<file path="src/rtl/host_bootdata_tx.sv">
// rtl/host_bootdata_tx.sv - byte-to-word packer and four-phase boot-data transmitter (optional checksum: BOOTDATA_CHECKSUM_EN)
module host_bootdata_tx #(
    parameter int WORDS = 12288,
    parameter int CNT_W = 14
) (
    input  logic             clk,
    input  logic             rst_n,
    input  logic             start,
    input  logic [7:0]       byte_data,
    input  logic             byte_valid,
    output logic             byte_ready,
    output logic [31:0]      host_bootdata,
    output logic             host_bootdata_req,
    input  logic             host_bootdata_ack,
    input  logic             host_rom_initialised,
    output logic             busy,
    output logic             done,
    output logic [CNT_W-1:0] word_count
`ifdef BOOTDATA_CHECKSUM_EN
    ,
    input  logic [31:0]      expected_sum,
    output logic [31:0]      sum,
    output logic             sum_ok
`endif
);

    localparam logic [2:0] S_IDLE    = 3'd0;
    localparam logic [2:0] S_COLLECT = 3'd1;
    localparam logic [2:0] S_REQ     = 3'd2;
    localparam logic [2:0] S_RELEASE = 3'd3;
    localparam logic [2:0] S_FINISH  = 3'd4;
    localparam logic [2:0] S_DONE    = 3'd5;

    localparam logic [CNT_W-1:0] LAST_COUNT = CNT_W'(WORDS);
    localparam logic [CNT_W-1:0] CNT_ONE    = CNT_W'(1);

    logic [2:0] state;
    logic [2:0] state_nxt;
    logic [1:0] idx;

    logic start_upload;
    logic byte_take;
    logic word_acked;

    // start is honoured only when no upload is in flight
    assign start_upload = ((state == S_IDLE) || (state == S_DONE)) && start;
    assign byte_take    = (state == S_COLLECT) && byte_valid;
    assign word_acked   = (state == S_REQ) && host_bootdata_ack;

    assign byte_ready = (state == S_COLLECT);
    assign busy       = (state != S_IDLE) && (state != S_DONE);
    assign done       = (state == S_DONE);

    // Next-state decode of the upload sequencer
    always_comb begin
        state_nxt = state;
        case (state)
            S_IDLE, S_DONE: begin
                if (start) begin
                    state_nxt = S_COLLECT;
                end
            end
            S_COLLECT: begin
                if (byte_valid && (idx == 2'd3)) begin
                    state_nxt = S_REQ;
                end
            end
            S_REQ: begin
                if (host_bootdata_ack) begin
                    state_nxt = S_RELEASE;
                end
            end
            S_RELEASE: begin
                // ack must return low before the next word is offered
                if (!host_bootdata_ack) begin
                    state_nxt = (word_count == LAST_COUNT) ? S_FINISH : S_COLLECT;
                end
            end
            S_FINISH: begin
                if (host_rom_initialised) begin
                    state_nxt = S_DONE;
                end
            end
            default: begin
                state_nxt = S_IDLE;
            end
        endcase
    end

    // State register
    always_ff @(posedge clk or negedge rst_n) begin
        if (!rst_n) begin
            state <= S_IDLE;
        end else begin
            state <= state_nxt;
        end
    end

    // Byte lane index; wraps to 0 after the fourth byte so the next word starts at lane 0
    always_ff @(posedge clk or negedge rst_n) begin
        if (!rst_n) begin
            idx <= 2'd0;
        end else if (start_upload) begin
            idx <= 2'd0;
        end else if (byte_take) begin
            idx <= idx + 2'd1;
        end
    end

    // Word register, packed little-endian; it only changes in COLLECT so it is stable through REQ
    always_ff @(posedge clk or negedge rst_n) begin
        if (!rst_n) begin
            host_bootdata <= 32'h0000_0000;
        end else if (start_upload) begin
            host_bootdata <= 32'h0000_0000;
        end else if (byte_take) begin
            host_bootdata[{idx, 3'b000} +: 8] <= byte_data;
        end
    end

    // Request is high exactly while the sequencer sits in REQ, registered on the transition
    always_ff @(posedge clk or negedge rst_n) begin
        if (!rst_n) begin
            host_bootdata_req <= 1'b0;
        end else begin
            host_bootdata_req <= (state_nxt == S_REQ);
        end
    end

    // Count of acknowledged words, updated on the same edge that drops req
    always_ff @(posedge clk or negedge rst_n) begin
        if (!rst_n) begin
            word_count <= '0;
        end else if (start_upload) begin
            word_count <= '0;
        end else if (word_acked) begin
            word_count <= word_count + CNT_ONE;
        end
    end

`ifdef BOOTDATA_CHECKSUM_EN
    // Running modulo-2^32 sum of acknowledged words
    always_ff @(posedge clk or negedge rst_n) begin
        if (!rst_n) begin
            sum <= 32'h0000_0000;
        end else if (start_upload) begin
            sum <= 32'h0000_0000;
        end else if (word_acked) begin
            sum <= sum + host_bootdata;
        end
    end

    assign sum_ok = (state == S_DONE) && (sum == expected_sum);
`endif

endmodule

</file>
<file path="config.mk">
export PLATFORM = sky130hd
export DESIGN_NAME = host_bootdata_tx
export DESIGN_NICKNAME = d
export VERILOG_FILES = /design/src/rtl/host_bootdata_tx.sv
export SDC_FILE = /design/constraint.sdc
export NUM_CORES = 1
export LEC_CHECK = 0
export CORE_MARGIN = 1
export CORE_UTILIZATION = 45
export CTS_CLUSTER_SIZE = 40
export DETAILED_ROUTE_END_ITERATION = 8
export DONT_BUFFER_PORTS = 1
export PLACE_DENSITY = 0.67
export SETUP_SLACK_MARGIN = 0.02
export SYNTH_ARGS = -nofsm -noshare
export SYNTH_HDL_FRONTEND = slang
export SYNTH_SLANG_ARGS = --single-unit
</file>
<file path="constraint.sdc">
create_clock -name clk -period 2.8 [get_ports clk]
set_clock_uncertainty 0.2 [all_clocks]
set_input_delay 0.14 -clock clk [delete_from_list [all_inputs] [get_ports clk]]
set_output_delay 0.14 -clock clk [all_outputs]
set_load 0.03 [all_outputs]
</file>
==> results of run 1 <==
[Yosys cell counts (all sizes together)]
cell type,count
nor3b,2
and4bb,1
nand4b,1
ha,7
inv,7
a22oi,1
nand4bb,1
nand3b,4
a22o,32
nand2,19
nor2,13
clkbuf,5
nand2b,1
xnor2,6
and3b,1
dfrtp,52
o211a,1
o21ai,4
a211o,1
mux2i,1
buf,3
nor4bb,2
nor4b,3
xor2,3
a32oi,1
nor4,3
a21oi,9
nor3,5
or4,3
o22ai,1
or3,1
nand3,2
nand4,6
o211ai,2
[worst max-delay path: cells and delay by family (launching register included)]
kind          cells  cell delay, ps
simple gates      4            1380
flops             1             630
[placed cells by master (no fill, tap or decap), drive strengths merged, types with 3 or more instances in the layout]
master	Yosys	layout
nand3b	4	4
nor4b	3	3
or4	3	3
a21oi	9	9
a22o	32	32
buf	3	10
ha	7	7
xor2	3	3
dlygate4sd3	0	13
nand2	19	19
nor4	3	3
clkbuf	5	5
nor3	5	5
o21ai	4	4
dfrtp	52	52
nor2	13	13
inv	7	8
nand4	6	6
xnor2	6	6
[worst paths after layout]
path | end | from | slack (ps) | cells after the start
worst min-delay path | state[0] | host_bootdata_ack | 9 | 4
worst max-delay path | word_count[13] | word_count[3] | 540 | 4
max in group asynchronous | state[1] | rst_n | 2020 | 2
min in group asynchronous | word_count[4] | rst_n | 160 | 2
worst min register to register | state[1] | state[2] | 510 | 1
worst max register to register | word_count[13] | word_count[3] | 540 | 4
[power by group through the flow]
| stage | sequential, mW | clock (mW) | combinational, mW |
|---|---|---|---|
| after floorplan | 1.23 | 0 | 0.458 |
| after CTS | 1.28 | 0.445 | 0.588 |
| after detailed placement | 1.29 | 0 | 0.545 |
| after global routing | 1.30 | 0.477 | 0.649 |
| after global placement | 1.29 | 0 | 0.535 |
| final | 1.28 | 0.429 | 0.587 |
[area by class of cell]
cell class | count | area [um2] | area share
multi-input cells | 137 | 978 | 0.362
clock buffers | 5 | 68.8 | 0.0254
repair buffers | 23 | 225 | 0.0832
well taps | 67 | 83.8 | 0.0310
clock inverters | 3 | 22.5 | 0.00832
flip-flops and latches | 52 | 1300 | 0.481
inverters | 7 | 26.3 | 0.00971
[state kept, by name (all words and copies together) (netlist names)]
register / count
host_bootdata: 32
idx: 2
host_bootdata_req: 1
state: 3
word_count: 14
[layer usage]
layer | global-route usage | part of all wire | vias to the layer above
met5 | 0 | 0 | -
met4 | 0.0629 | 0.010 | 0
met3 | 0.0596 | 0.054 | 5
met2 | 0.261 | 0.44 | 43
met1 | 0.314 | 0.50 | 833
li1 | - | - | 801
[per-stage QoR]
| step | utilization | instances | total power, mW | hold slack, ps | worst slack (ps) |
|---|---|---|---|---|---|
| floorplan | - | 204 | 1.69 | -356 | 637 |
| global placement | 0.504 | 272 | 1.83 | -354 | 583 |
| detailed placement | 0.504 | 272 | 1.84 | -355 | 547 |
| CTS | 0.555 | 294 | 2.31 | 8.81 | 533 |
| global route | 0.555 | 294 | 2.43 | 18.7 | 422 |
| finish | 0.555 | 294 | 2.29 | 9.13 | 536 |
[cells by family after synthesis]
group,share of synthesized area
multiplexers,0.00426
buffers and inverters,0.0309
flip-flops,0.553
adder cells (fa/ha/maj),0.0372
XOR/XNOR,0.0335
AO/OA/AOI/OAI,0.171
AND/OR/NAND/NOR,0.170
==> out/results.txt, run 1 <==
DR pass1 iterations - 4
DRC - 0
Critical Path Max Stage Delay - 630 ps
Antenna Nets Post-Route - 0
Synth warnings - 0
Max-cap violations - 0
Layout cells sized above 1 - 0.101
Initial antenna violation count - 0
First-pass GRT wire length - 8070 um
Status - finished, final reports clean
Die Area - 5520 um2
I/O pin cnt - 64
Placer Congestion - 0.799
Die Height - 74.3 um
Yosys reg bits - 52
Synth-to-layout area growth - 15.1%
WL per Instance - 17.7 um
Arrival @ worst endpoint - 2310 ps
Initial Util - 0.482
Clk buf depth - 2
Worst-Skew Late Latency - 300 ps
CTS clk-pin slew, worst paths - 90 ps
CTS-repair resized insts - 0
Clock sink count - 52
Pins Over Slew Limit - 0
Setup crit end kind - flop
GRT Total Usage - 0.200
CTS tree - yes
CP max FO - 8
Leakage - 1.24 nW
Core area - 4880 um2
Final period utilization - 0.809
Setup_tns - 0 ps
Final HPWL DP - 3380 um
Sequential area share after synthesis - 0.553
Seq pwr share - 0.557
Final hold violations - 0
Pwr dens - 847 nW/um2
Hold Buf Count CTS - 14
Dominant cells by area after synthesis - dfrtp_1 55%, a22o_1 12%, ha_1 3.7%
Clock power share - 0.187
Design Area, Final - 2710 um2
Setup repair bufs after CTS - 0
Post-Syn Instances - 204
Critical path class - reg -> reg
Antenna cells - 0
Setup violations, final - 0
Die width - 74.3 um
Htree depth - 2
Routed vias/inst - 5.72
Vias in the first global route - 1488
Int Power - 1.31 mW
RSZ-0062 raised after global routing - false
Area leader, netlist - dfrtp_1
Largest net degree at the start of global routing - 53
Worst-Margin Slew - 821 ps
Worst path slowest cell - dfrtp_1
Required @ worst endpoint - 2840 ps
Peak supply drop - 0.000425 V
Synth Net Count - 225
Root Buffer - clkbuf_8
Min Clock Period, post-route - 2260 ps
Sw Ratio - 0.429
Distinct cells, synth - 38
Cell area after synthesis - 2350 um2
Layout net count - 247
Rows - 25
Initial DRC count - 118
Combinational Power Share - 0.256
Headroom to the max-slew limit - 0.453
Sw Pwr - 0.983 mW
Syn_area_per_cell - 11.5 um2
Crit-path cells - nand4_1 > or4_4 > or4_1 > nand2_1
Via count - 1682
Critical Path Source Type - flop
IO Port Bufs - 0
CTS buffer count - 5
Placement Cell Area - 2460 um2
Overflow after GRT - 0
Hold/Removal Path Class - in -> reg
Fmax - 442 MHz
Yosys top cell area share - 0.553
Fillcell total - 448
Final wirelength - 5200 um
No activity file was read; power rests on OpenSTA's default activity.
==> run 2, diff against run 1 <==
ABC_AREA = 1   (was default)
clock period = 2.4 ns   (was 2.8 ns; I/O delays follow)
==> out/results.txt, run 2 <==
Reg area - 1300 um2 (unchanged)
Setup_tns - 0 ps (unchanged)
Commonest non-fill, non-tap cell in the layout - nand2_1
Commonest cells post-synth - 89 x nand2_1, 52 x dfrtp_1, 50 x nand3_1
Yosys top cell area share - 0.490 (-0.0633)
Routed vias/inst - 5.28 (-7.7%)
Distinct cells, synth - 28 (-26%)
Largest net degree at the start of global routing - 53 (unchanged)
Clock power share - 0.178 (-0.009)
CTS-repair resized insts - 0 (unchanged)
Most frequent cells in the layout - 89 x nand2_1, 52 x dfrtp_1, 50 x nand3_1
Setup repair bufs after CTS - 0 (unchanged)
CTS buffer count - 5 (unchanged)
Hold/Removal Path Class - in -> async
Max FFs per register - 32 (unchanged)
Rows - 27 (+8.0%)
Die Area - 6210 um2 (+13%)
CTS clk-pin slew, worst paths - 100 ps (about the same)
Antenna Nets Post-Route - 0 (unchanged)
Int Power - 1.49 mW (+14%)
Final HPWL DP - 4450 um (+31%)
WL per Instance - 14.5 um (-18%)
First-pass GRT wire length - 10200 um (+26%)
I/O pin cnt - 64 (unchanged)
CTS tree - yes
Initial antenna violation count - 0 (unchanged)
Synth-to-layout area growth - 11.8%
Post-Syn Instances - 333 (+63%)
Dominant cells by area after synthesis - dfrtp_1 49%, nand2_1 13%, nand3_1 9.4%
Worst-Skew Late Latency - 300 ps (about the same)
Pins Over Slew Limit - 0 (unchanged)
Sequential area share after synthesis - 0.490 (-0.0633)
Setup crit end kind - flop
GRT Total Usage - 0.210 (+0.0100)
Syn_area_per_cell - 7.98 um2 (-31%)
IO Port Bufs - 0 (unchanged)
Max-cap violations - 0 (unchanged)
Layout cells sized above 1 - 0.0739 (-0.0275)
Final hold violations - 0 (unchanged)
Headroom to the max-slew limit - 0.627 (+0.174)
Vias in the first global route - 2231 (+50%)
Layout net count - 373 (+51%)
Most common cell in the netlist - nand2_1
Origin of the critical flop-to-flop path - idx[0]
RSZ-0062 raised after global routing - false
Core area - 5610 um2 (+15%)
DRC - 0 (unchanged)
Sw Ratio - 0.468 (+0.0387)
Fmax - 467 MHz (+5.6%)
Overflow after GRT - 0 (unchanged)
Clk buf depth - 2 (unchanged)
CP max FO - 10 (+2)
Worst slack, placed - 291 ps (-257 ps)
Area of the multi-input gates - 1150 um2 (+17%)
Critical Path Source Type - flop
Final wirelength - 6140 um (+18%)
Seq pwr share - 0.490 (-0.067)
Synth Net Count - 354 (+57%)
Cell area after synthesis - 2660 um2 (+13%)
Root Buffer - clkbuf_8
Die width - 78.8 um (+6.1%)
Initial Util - 0.474 (-0.00838)
Peak supply drop - 0.000629 V (+48%)
Min Clock Period, post-route - 2140 ps (-120 ps)
Setup violations, final - 0 (unchanged)
Placer Congestion - 0.829 (+3.8%)
Final period utilization - 0.893 (+0.0846)
Antenna cells - 0 (unchanged)
Largest Register - host_bootdata
Status - finished, final reports clean
Area leader, netlist - dfrtp_1
Required @ worst endpoint - 2420 ps (-420 ps)
Combinational Power Share - 0.332 (+0.076)
Worst-Margin Slew - 559 ps (-262 ps)
Pwr dens - 944 nW/um2 (+11%)
Htree depth - 2 (unchanged)
Via count - 2238 (+33%)
Arrival @ worst endpoint - 2170 ps (-140 ps)
RR Endpoint - host_bootdata[22]
Top_reg_cell synth - dfrtp_1
R2r setup slk - 260 ps (-280 ps)
Die Height - 78.8 um (+6.1%)
Final setup margin - 256 ps (-280 ps)
Worst reg-to-reg path cell count - 6 (+2)
Post-synth EDFFs - 0 (unchanged)
DR pass1 iterations - 4 (unchanged)
Sw Pwr - 1.31 mW (+33%)
Leakage - 1.52 nW (+23%)
Critical path class - reg -> reg
Synth warnings - 0 (unchanged)
Largest regs - host_bootdata (32), word_count (14), state (3)
Fillcell total - 556 (+24%)
Ys async rst share - 1.00 (unchanged)
Clock sink count - 52 (unchanged)
Initial DRC count - 107 (-9.3%)
Yosys reg bits - 52 (unchanged)
-- run 2: worst max path at each step --
stage                     cells past startpoint  slack, ps   start                end
after floorplan                               6        580  idx[0]  host_bootdata[16]
after global placement                        6        370  idx[0]  host_bootdata[19]
after detailed placement                      6        290  idx[0]  host_bootdata[16]
after CTS                                     6        260  idx[0]  host_bootdata[22]
after global routing                          6         30  idx[0]   host_bootdata[7]
final                                         6        260  idx[0]  host_bootdata[22]
-- run 2: final cells by class --
cell class / count / area share
Clock buffer: 5 / 0.0232
Clock inverter: 2 / 0.00548
Inverter: 40 / 0.0506
Multi-Input combinational cell: 234 / 0.386
Sequential cell: 52 / 0.438
Tap cell: 72 / 0.0303
Timing Repair Buffer: 19 / 0.0657
-- run 2: worst max-delay path, cell delays in order (launching register included) --
cell     delay (ps)
dfrtp_1         540
inv_1           200
ha_1            420
nand2_1          70
nor2_1          340
nand3_1         140
o21ai_1         160
-- run 2: timing repair --
action / in CTS / in global routing
setup endpoints to repair: 0 / 0
hold buffers: 14 / 0
endpoints found under the hold margin: 95 / 0
-- run 2: cell families after synthesis --
kind of cell             after synthesis  synth area share
AND/OR/NAND/NOR                      192             0.331
adder cells (fa/ha/maj)                7            0.0330
flip-flops                            52             0.490
AO/OA/AOI/OAI                         35            0.0678
buffers and inverters                 47            0.0782
-- run 2: power groups by stage --
stage | clock (mW) | combinational [mW] | sequential (mW)
global placement | 0 | 0.865 | 1.39
floorplan | 0 | 0.713 | 1.35
finish | 0.499 | 0.930 | 1.37
detailed placement | 0 | 0.882 | 1.39
CTS | 0.517 | 0.932 | 1.38
global route | 0.541 | 1.05 | 1.40
-- run 2: through the flow --
step	instance area (um2)	hold slack (ps)	cells	utilization	power (mW)
2_1_floorplan	2660	-376	333	-	2.06
4_1_cts	2970	146	424	0.529	2.83
5_1_grt	2970	146	424	0.529	2.99
3_3_place_gp	2730	-374	403	0.486	2.25
6_report	2970	125	424	0.529	2.80
3_5_place_dp	2730	-374	403	0.486	2.27
-- run 2: routing by layer --
layer / routed length (um) / global-route usage / vias up
met2: 3060 / 0.362 / 63
met5: 0 / 0 / -
met1: 2670 / 0.249 / 1060
li1: - / - / 1109
met3: 354 / 0.0621 / 6
met4: 63 / 0.0745 / 0
